<file path="src/rtl/btb_port_scheduler.sv">
// btb_port_scheduler: owns the single read/write port of a direct-mapped BTB.
// Fetch lookups compete with buffered commit updates for the port; a
// starvation counter forces an update through after a run of fetch wins.
// After reset and on flush_req the whole table is invalidated by a walk
// that writes zero to every entry, one entry per cycle.
module btb_port_scheduler #(
  parameter int BTB_DEPTH    = 32,
  parameter int BTB_IDX_W    = 5,
  parameter int UPD_DEPTH    = 4,
  parameter int STARVE_LIMIT = 3
) (
  input  logic                 clk,
  input  logic                 rst,
  input  logic                 fetch_req,
  input  logic [BTB_IDX_W-1:0] fetch_idx,
  output logic                 fetch_gnt,
  input  logic                 upd_valid,
  input  logic [31:0]          upd_pc,
  input  logic [31:0]          upd_target,
  input  logic                 upd_taken,
  output logic                 upd_ready,
  input  logic                 flush_req,
  output logic                 flush_busy,
  output logic                 flush_done,
  output logic                 btb_en,
  output logic                 btb_we,
  output logic [BTB_IDX_W-1:0] btb_addr,
  output logic [65:0]          btb_wdata
);

  localparam int PTR_W = $clog2(UPD_DEPTH);
  localparam int CNT_W = PTR_W + 1;
  localparam int STV_W = $clog2(STARVE_LIMIT + 1);

  localparam logic [BTB_IDX_W-1:0] WALK_LAST = BTB_IDX_W'(BTB_DEPTH - 1);
  localparam logic [CNT_W-1:0]     FIFO_CAP  = CNT_W'(UPD_DEPTH);
  localparam logic [STV_W-1:0]     STV_MAX   = STV_W'(STARVE_LIMIT);

  typedef enum logic {
    ST_WALK,
    ST_RUN
  } state_t;

  state_t               state;
  logic [BTB_IDX_W-1:0] walk_idx;
  logic [STV_W-1:0]     starve_cnt;

  // Commit-update FIFO storage and bookkeeping
  logic [31:0]          fifo_pc    [UPD_DEPTH];
  logic [31:0]          fifo_tgt   [UPD_DEPTH];
  logic                 fifo_taken [UPD_DEPTH];
  logic [PTR_W-1:0]     rd_ptr;
  logic [PTR_W-1:0]     wr_ptr;
  logic [CNT_W-1:0]     count;

  logic fifo_empty;
  logic fifo_full;
  logic force_upd;
  logic run_arb;
  logic fetch_win;
  logic pop;
  logic push;

  // Arbitration decisions for the current cycle
  always_comb begin
    fifo_empty = (count == '0);
    fifo_full  = (count == FIFO_CAP);
    force_upd  = !fifo_empty && (starve_cnt == STV_MAX);
    run_arb    = rst && (state == ST_RUN) && !flush_req;
    fetch_win  = run_arb && fetch_req && !force_upd;
    pop        = run_arb && !fetch_win && !fifo_empty;
    upd_ready  = run_arb && !fifo_full;
    push       = upd_valid && upd_ready;
  end

  // Port drive: walk write, fetch read, or FIFO head write
  always_comb begin
    // NOTE: every output gets a default first so no path leaves it unassigned and infers a latch.
    fetch_gnt  = 1'b0;
    flush_busy = 1'b0;
    flush_done = 1'b0;
    btb_en     = 1'b0;
    btb_we     = 1'b0;
    btb_addr   = '0;
    btb_wdata  = '0;
    if (rst) begin
      if (state == ST_WALK) begin
        btb_en     = 1'b1;
        btb_we     = 1'b1;
        btb_addr   = walk_idx;
        flush_busy = 1'b1;
        flush_done = (walk_idx == WALK_LAST);
      end else if (fetch_win) begin
        fetch_gnt = 1'b1;
        btb_en    = 1'b1;
        btb_addr  = fetch_idx;
      end else if (pop) begin
        btb_en    = 1'b1;
        btb_we    = 1'b1;
        btb_addr  = fifo_pc[rd_ptr][BTB_IDX_W+1:2];
        btb_wdata = {1'b1, fifo_pc[rd_ptr], fifo_tgt[rd_ptr], fifo_taken[rd_ptr]};
      end
    end
  end

  // FIFO payload write on accepted update
  always_ff @(posedge clk) begin
    // NOTE: payload storage has no reset; only the pointers and count define which entries are live.
    if (push) begin
      fifo_pc[wr_ptr]    <= upd_pc;
      fifo_tgt[wr_ptr]   <= upd_target;
      fifo_taken[wr_ptr] <= upd_taken;
    end
  end

  // Control FSM: walk sequencing, FIFO pointers and starvation counter
  always_ff @(posedge clk) begin
    // NOTE: sequential state uses non-blocking assignments so all registers update from pre-edge values.
    if (!rst) begin
      state      <= ST_WALK;
      walk_idx   <= '0;
      rd_ptr     <= '0;
      wr_ptr     <= '0;
      count      <= '0;
      starve_cnt <= '0;
    end else begin
      case (state)
        ST_WALK: begin
          walk_idx <= walk_idx + 1'b1;
          if (walk_idx == WALK_LAST) begin
            state <= ST_RUN;
          end
        end
        ST_RUN: begin
          if (flush_req) begin
            state      <= ST_WALK;
            walk_idx   <= '0;
            rd_ptr     <= '0;
            wr_ptr     <= '0;
            count      <= '0;
            starve_cnt <= '0;
          end else begin
            if (push) begin
              wr_ptr <= wr_ptr + 1'b1;
            end
            if (pop) begin
              rd_ptr <= rd_ptr + 1'b1;
            end
            case ({push, pop})
              2'b10:   count <= count + 1'b1;
              2'b01:   count <= count - 1'b1;
              default: count <= count;
            endcase
            if (fetch_win && !fifo_empty) begin
              if (starve_cnt != STV_MAX) begin
                starve_cnt <= starve_cnt + 1'b1;
              end
            end else begin
              starve_cnt <= '0;
            end
          end
        end
        default: state <= ST_WALK;
      endcase
    end
  end

endmodule
</file>
<file path="config.mk">
export PLATFORM = sky130hd
export DESIGN_NAME = btb_port_scheduler
export DESIGN_NICKNAME = d
export VERILOG_FILES = /design/src/rtl/btb_port_scheduler.sv
export SDC_FILE = /design/constraint.sdc
export NUM_CORES = 1
export LEC_CHECK = 0
export ABC_CLOCK_PERIOD_IN_PS = 3400
export BUFFER_PORTS_ARGS = -buffer_cell sky130_fd_sc_hd__buf_2
export CAP_MARGIN = 0
export CELL_PAD_IN_SITES_DETAIL_PLACEMENT = 1
export CELL_PAD_IN_SITES_GLOBAL_PLACEMENT = 1
export CORE_MARGIN = 4
export CORE_UTILIZATION = 49
export DETAILED_ROUTE_END_ITERATION = 6
export PLACE_DENSITY_LB_ADDON = 0.25
export SYNTH_ARGS = -nofsm -noshare
export SYNTH_HDL_FRONTEND = slang
export SYNTH_SLANG_ARGS = --single-unit
export TNS_END_PERCENT = 5
</file>
<file path="constraint.sdc">
create_clock -name clk -period 3.4 [get_ports clk]
set_clock_uncertainty 0.05 [all_clocks]
set_input_delay 0.17 -clock clk [delete_from_list [all_inputs] [get_ports clk]]
set_output_delay 0.17 -clock clk [all_outputs]
set_load 0.02 [all_outputs]
</file>
; After elaboration in Yosys (flattened, before gate mapping)
; Memory sizes are Yosys's and may differ from the RTL's. A register that Yosys moved wholly into a read port is not among the register bits.
; Index checks and enable logic that the tools add are counted.
[classes]
addsub = 6
mul = 0
div_mod_pow = 0
magnitude_cmp = 0
eq_ne = 8
shifts = 0
muxes = 44
bitwise = 1
n_reduce_logical = 23
[op_table]
columns = op, n
row1 = $mux 66, 4
row2 = $mux 2, 13
row3 = $mux 5, 5
row4 = $mux 1, 18
row5 = $logic_and 1x1->1, 10
row6 = $pmux 5 s2, 1
row7 = $reduce_and 2->1, 4
row8 = $add 2x1->2 const B, 3
row9 = $pmux 3 s2, 1
row10 = $add 5x1->5 const B, 1
row11 = $eq 5x5->1 const B, 1
row12 = $logic_not 1->1, 5
row13 = $eq 2x2->1 const B, 2
row14 = $ne 2x2->1 const B, 2
row15 = $reduce_bool 2->1, 2
row16 = $add 3x1->3 const B, 1
row17 = $eq 3x3->1 const B, 1
row18 = $logic_not 3->1, 1
row19 = $mux 3, 1
row20 = $ne 3x2->1 const B, 1
row21 = $reduce_bool 3->1, 1
row22 = $sub 3x1->3 const B, 1
row23 = $eq 2x1->1 const B, 1
row24 = $pmux 1 s2, 1
row25 = $not 1->1, 1
[word_totals]
reg_bits = 15
latchBits = 0
ramBits = 260
rom_bits = 0
out_inout_bits = 77
wordCells = 91
n_memories = 3
[mem_list]
columns = name, words, word_bits, read_ports, rd_ports_with_merged_regs, wr, line_no
row1 = fifo_pc, 4, 32, 1, 1, 1, 49  ; logic [31:0] fifo_pc [UPD_DEPTH];
row2 = fifo_tgt, 4, 32, 1, 1, 1, 50  ; logic [31:0] fifo_tgt [UPD_DEPTH];
row3 = fifo_taken, 4, 1, 1, 1, 1, 51  ; logic fifo_taken [UPD_DEPTH];

; Depth between registers and ports, before layout
; Gate-level depths: netlist of run 1.
[logic_depth]
depth_word = 12
mapped_depth = 11

; Worst setup path before layout of run 1
; No wires, ideal clock.
[synth_path]
kind = flip-flop to flip-flop
startpoint = register state
endpoint = memory fifo_pc[0][0] (enable)
arrival_time_ns = 2.503
t_required_ns = 2.920
slack_ns = 0.417
path_stages_with_launch = 6
n_path_buf = 2
period_less_slack_ns = 2.983
cell_sequence = dfxtp_1 -> and3b_1 -> buf_2 -> and3_1 -> buf_2 -> and2_1
[synth_via]
elab_chain_len = 6
[synth_rtl]
columns = item, line_no
row1 = from (decl), 44  ; state_t state;
row2 = from (signal assigned), 120  ; state <= ST_WALK;
row3 = from (signal assigned), 131  ; state <= ST_RUN;
row4 = from (signal assigned), 136  ; state <= ST_WALK;
row5 = $logic_and 1x1->1 (2 in series), 69  ; run_arb = rst && (state == ST_RUN) && !flush_req;
row6 = $logic_and 1x1->1, 72  ; upd_ready = run_arb && !fifo_full;
row7 = $logic_and 1x1->1, 73  ; push = upd_valid && upd_ready;
row8 = $mux 1, 109  ; if (push) begin
row9 = $mux 1 (not written as such), 110  ; fifo_pc[wr_ptr] <= upd_pc;
row10 = to (decl), 49
; No other way between the ends.

; Worst setup path after layout of run 1
[layout_path]
startpoint = input rst
endpoint = output btb_addr[0]
[layout_via]
elab_chain_len = 11
[layout_rtl]
columns = item, line_no
row1 = from (decl), 13  ; input logic rst,
row2 = $logic_and 1x1->1 (2 in series), 69
row3 = $logic_and 1x1->1 (2 in series), 70  ; fetch_win = run_arb && fetch_req && !force_upd;
row4 = $logic_not 1->1, 71  ; pop = run_arb && !fetch_win && !fifo_empty;
row5 = $logic_and 1x1->1 (2 in series), 71
row6 = $mux 5, 97  ; end else if (pop) begin
row7 = $mux 5, 93  ; end else if (fetch_win) begin
row8 = $mux 5, 87  ; if (state == ST_WALK) begin
row9 = $mux 5 (*), 86  ; if (rst) begin
row10 = to (decl), 27  ; output logic [BTB_IDX_W-1:0] btb_addr,
; Mark *: on every way between the ends. The rest lies on a longest branch, timed or not.

==> results of run 1 <==
==> kinds of logic after synthesis <==
family | after synthesis
buf+inv | 36
fa+ha+maj | 8
compound gates | 33
simple gates | 114
flops | 277
xor+xnor | 2
mux | 70
==> layout make-up <==
type | count | area (µm²) | area share [%]
Antenna cell | 1 | 2.50 | 0.0183
Clock buffer | 33 | 741 | 5.42
Clock inverter | 19 | 221 | 1.62
Inverter | 7 | 26.3 | 0.192
Multi-Input combinational cell | 227 | 2550 | 18.6
Sequential cell | 277 | 8160 | 59.7
Tap cell | 280 | 350 | 2.56
Timing Repair Buffer | 237 | 1620 | 11.8
==> flip-flops by register name (all words and copies together), names as in the netlist, named ones only <==
name        count
count           3
fifo_pc       128
fifo_taken      4
fifo_tgt      128
rd_ptr          2
starve_cnt      2
state           1
walk_idx        5
wr_ptr          2
==> worst register-to-register path, stage by stage (launching register included) <==
cell	delay, ns
dfxtp_1	0.35
and3b_1	0.36
and3_1	0.46
and2_4	0.53
buf_4	0.35
==> routing by layer <==
metal,vias to the layer above,wire (µm)
met2,213,13800
met1,3159,10300
li1,2644,-
met5,-,0
met4,0,330
met3,27,1510
==> synthesized netlist by cell type, types with 3 or more instances <==
library cell	n
edfxtp_1	260
and2_1	71
mux4_2	64
dfxtp_1	17
clkbuf_1	15
nand2_1	14
buf_2	10
o21ai_0	10
nor2_1	9
ha_1	8
inv_1	5
mux2i_1	5
a21boi_0	4
a221oi_1	4
a31oi_1	4
nor2b_1	4
nand3_1	3
==> worst paths after layout <==
kind	slack, ns	to	depth (start not counted)
worst max-delay path	0.36	btb_addr[0]	8
worst min-delay path	0.05	walk_idx[4]	4
worst max register to register	0.99	fifo_pc[3][24]	4
worst min register to register	0.44	starve_cnt[1]	2
==> per-stage QoR <==
stage	util (%)	hold WS (ns)	power (mW)	instance area (µm²)
floorplan	-	0.219	3.82	10900
global placement	55.1	0.331	3.90	12000
detailed placement	55.1	0.341	3.91	12000
CTS	62.6	0.0221	7.14	13700
global route	62.6	0.0652	7.34	13700
finish	62.6	0.0492	7.11	13700
==> where the power goes <==
part | leakage [nW] | switching (mW) | internal [mW]
clock | 0.475 | 1.27 | 1.94
combinational | 1.93 | 0.0802 | 0.0911
sequential | 2.47 | 0.00418 | 3.72
total | 4.88 | 1.36 | 5.75
==> results.cfg, run 1 <==
[logic_synthesis]
synth.avg_cell_area_um2 = 20.1
syn-num-nets = 623
synth-compound-area-share_pct = 2.19
synth-adder-area-share_pct = 0.922
synth_top_area_share_pct = 71.9
synthCells = 540
yosys.area_share.simple_pct = 6.18
synth.area.mux_share_pct = 13.8
yosysWarnings = 0
ys_seq_area_share_pct = 75.1
synth_xor_area_share_pct = 0.231
synth_area_leaders = edfxtp_1 72%, mux4_2 13%, and2_1 4.1%
ys.flop_type = edfxtp_1
synth_top_family_by_area = multiplexers
ys_async_sr_fraction_pct = 0
netlist_area_um2 = 10900
synth-edff-count = 260
yosysTopAreaCell = edfxtp_1
synth.distinct_cells = 42
ys_ff_latch = 277

[place]
place.port_buffers = 151
placed_cells = 962
gp_congestion = 0.757
pre_cts_ws_ns = 0.838
dp_hpwl_um = 15800

[cts]
clk_latency_ns = 0.53
cts_max_path_buffers = 3
cts_resized = 0
cts.clk_slew.worst_paths_ns = 0.06
cts_setup_buffers = 0
root_buffer = clkbuf_16
clock-sinks = 277
hold_buffers = 66
cts_tree = built
cts_buffers = 29
cts_max_level = 1

[status]
outcome = finished clean

[sta]
post-route-period-util_pct = 89.3
fmax_ghz = 0.329
setup_slack_ns = 0.362
rsz0062_at_grt = no
setup_viol = 0
slew_headroom_pct = 52.6
setup_tns_ns = 0
period_needed_ns = 3.04
tightest_slew_ns = 0.711
finalMaxSlewViolations = 0
hold_viol_final = 0

[worst_setup_path]
critPathLaunch = rst
worstSetupEndpointType = primary output
crit_chain = dlygate4sd3_1 > buf_2 > and3b_1 > nand3_4 > inv_2 > o211ai_1 > a31oi_1 > buf_2
critical-path-max-stage-delay_ns = 0.53
path_max_fanout = 34
rr_startpoint = state
critical_path_class = in2out
path_buf_inv = 4
crit_family = buffers and inverters
path_common_cell = buf_2
crit_required_ns = 3.18
start_kind = input port
crit_slowest_cell = dlygate4sd3_1
crit_arrival_ns = 2.82

[layout]
final_common_cell = edfxtp_1
drive_above_1_share_pct = 36.8
area_growth_pct = 25.8
nets = 862
finalNonFillerCells = 1081
final_cell_mix = 260 x edfxtp_1, 151 x buf_2, 67 x and2_1
fill_cells = 1922

[global_routing]
grt_pass1_wl_um = 40200
grt_overflow = 0
gr-usage-met3_pct = 3.26
antenna_found_initial = 2
grtUsageMet2_pct = 37.9
grt_max_degree = 43
grt_pass1_vias = 6695
use_met1_pct = 29.0
top_usage_layer = met2
grt_use_total_pct = 21.5

[detailed_routing]
routedWlPerCell_um = 24.0
vias = 6043
first_iter_violations = 543
drc_errors = 0
drtAntennaViolNets = 0
drt_pass1_iterations = 5
wl_um = 26000
vias_per_cell = 5.59

[floorplan]
floorplan.initialDensity_pct = 49.7
die_w_um = 157
die_area_um2 = 24600
die_h_um = 157
io_pins = 152
core_um2 = 21800
rows = 54

[job]
cap_violations = 0

[min_path]
hold_path_startpoint = flush_req
hold_path_class = in2reg

[pwr]
p_per_area_nw_per_um2 = 520
p_leak_nw = 4.88
peakVddDrop_mv = 0.427
No activity file was read; power rests on OpenSTA's default activity.
==> inputs of run 2 (changes only) <==
Settings changed: REMOVE_ABC_BUFFERS from default to 1.
==> run 2 against run 1 <==
  * Final cell count down 0.65%
  * Highest routed layer unchanged
  * Sequential share of layout area up 0.64 points
  * First-iteration DRC count down 28%
  * Die area unchanged
  * Hold slack worse by 0.016 ns
  * Flip-flop and latch count unchanged
==> results.cfg, run 2 (synthesis gave the netlist of run 1 again) <==
[cts]
cts_tree = built
cts.clk_slew.worst_paths_ns = 0.06
cts_setup_buffers = 0
cts_buffers = 28
root_buffer = clkbuf_16
cts_max_path_buffers = 3
clock-sinks = 277
clk_latency_ns = 0.53
cts_max_level = 1

[layout]
fill_cells = 1918
final_core_util_pct = 61.9
antenna_cells = 0
area_growth_pct = 24.5
drive_above_1_share_pct = 35.0
final_common_cell = edfxtp_1
largestRegisters = fifo_pc (128), fifo_tgt (128), walk_idx (5)
nets = 855
final_cell_mix = 260 x edfxtp_1, 151 x buf_2, 67 x and2_1

[sta]
post-route-period-util_pct = 92.3
setup_viol = 0
fmax_ghz = 0.319
hold_viol_final = 0
rsz0062_at_grt = no
finalMaxSlewViolations = 0
slew_headroom_pct = 52.8
tightest_slew_ns = 0.707
period_needed_ns = 3.14

[worst_setup_path]
crit_arrival_ns = 2.92
crit_slowest_cell = or3_1
critical_path_class = reg2out
crit_chain = or3_1 > nand3_4 > clkinv_2 > buf_4 > and2_1 > buf_2
path_max_fanout = 40
crit_family = buffers and inverters
start_kind = register
worstSetupEndpointType = primary output
critical-path-max-stage-delay_ns = 0.53
path_buf_inv = 3
crit_required_ns = 3.18

[detailed_routing]
drt-met1-wl_um = 9950
routedWlPerCell_um = 22.7
vias = 5874
drc_errors = 0
drt_pass1_iterations = 4
route.met3.wl_um = 1280
first_iter_violations = 389
wl_um = 24400
routed-wl-met2_um = 12700
drtAntennaViolNets = 0
top_layer = met4
vias_per_cell = 5.47

[pwr]
peakVddDrop_mv = 0.433
p_sw_share_pct = 19.1
pwr-share-clk_pct = 42.2
p_leak_nw = 4.78
total_power_mw = 6.74
intPower_mw = 5.46
p_switching_mw = 1.29
p_seq_share_pct = 55.3
p_comb_share_pct = 2.5
p_per_area_nw_per_um2 = 499

[global_routing]
grt_pass1_vias = 6546
grt_pass1_wl_um = 38000
grt_max_degree = 46
grt_overflow = 0
grt_use_total_pct = 20.1
antenna_found_initial = 0

[floorplan]
die_w_um = 157
die_area_um2 = 24600
core_um2 = 21800
floorplan.initialDensity_pct = 49.7
io_pins = 152
die_h_um = 157
rows = 54

[place]
dp_hpwl_um = 15200
place.port_buffers = 151
gp_congestion = 0.767

[status]
outcome = finished clean

[job]
cap_violations = 0

[min_path]
hold_path_class = in2reg
## run 2: power by group through the flow
stage               Sequential, mW  Combinational [mW]  Clock, mW
floorplan                     3.80              0.0183          0
global placement              3.80              0.0950          0
detailed placement            3.80               0.107          0
CTS                           3.73               0.168       2.90
global route                  3.73               0.184       3.06
finish                        3.73               0.169       2.85
## run 2: layout make-up
class                           count  area [µm²]  area share [%]
Timing Repair Buffer              231        1580            11.7
Multi-Input combinational cell    227        2550            18.8
Clock buffer                       42         773            5.72
Sequential cell                   277        8160            60.3
Inverter                            7        27.5           0.204
Clock inverter                     10        78.8           0.583
Tap cell                          280         350            2.59
## run 2: worst paths after layout
check / start / slack, ns / cells after the start / end
setup / recovery: count[0] / 0.26 / 6 / btb_wdata[19]
hold / removal: flush_req / 0.03 / 4 / walk_idx[4]
setup reg to reg: count[0] / 0.88 / 6 / register
hold reg to reg: count[2] / 0.43 / 1 / count[2]
## run 2: worst register-to-register path, cell delays in order, from the launching register on
cell      delay (ns)
dfxtp_1         0.34
or3_1           0.53
nand3_4         0.18
clkinv_2        0.47
buf_4           0.48
o21ai_0         0.22
a31o_2          0.19
## run 2: repair_timing
action,CTS,global route
endpoints found under the setup margin,0,14
resized for setup,0,1
hold buffers,66,0
hold endpoints to repair,265,0
## run 2: routing by layer
| metal | global-route usage, % | vias to the layer above |
|---|---|---|
| met5 | 0 | - |
| met2 | 36.0 | 166 |
| li1 | - | 2633 |
| met1 | 26.5 | 3037 |
| met4 | 4.38 | 0 |
| met3 | 2.74 | 38 |
## run 2: stage by stage
stage / TNS (ns) / cell area, µm² / worst slack [ns] / hold slack [ns] / cells
after floorplan: -32.48 / 10700 / -0.755 / 0.219 / 511
after global placement: 0 / 12000 / 0.807 / 0.329 / 956
after detailed placement: 0 / 12000 / 0.681 / 0.337 / 956
after CTS: 0 / 13500 / 0.135 / 0.00644 / 1074
after global routing: 0 / 13500 / 0.0871 / 0.0478 / 1074
final: 0 / 13500 / 0.262 / 0.0334 / 1074
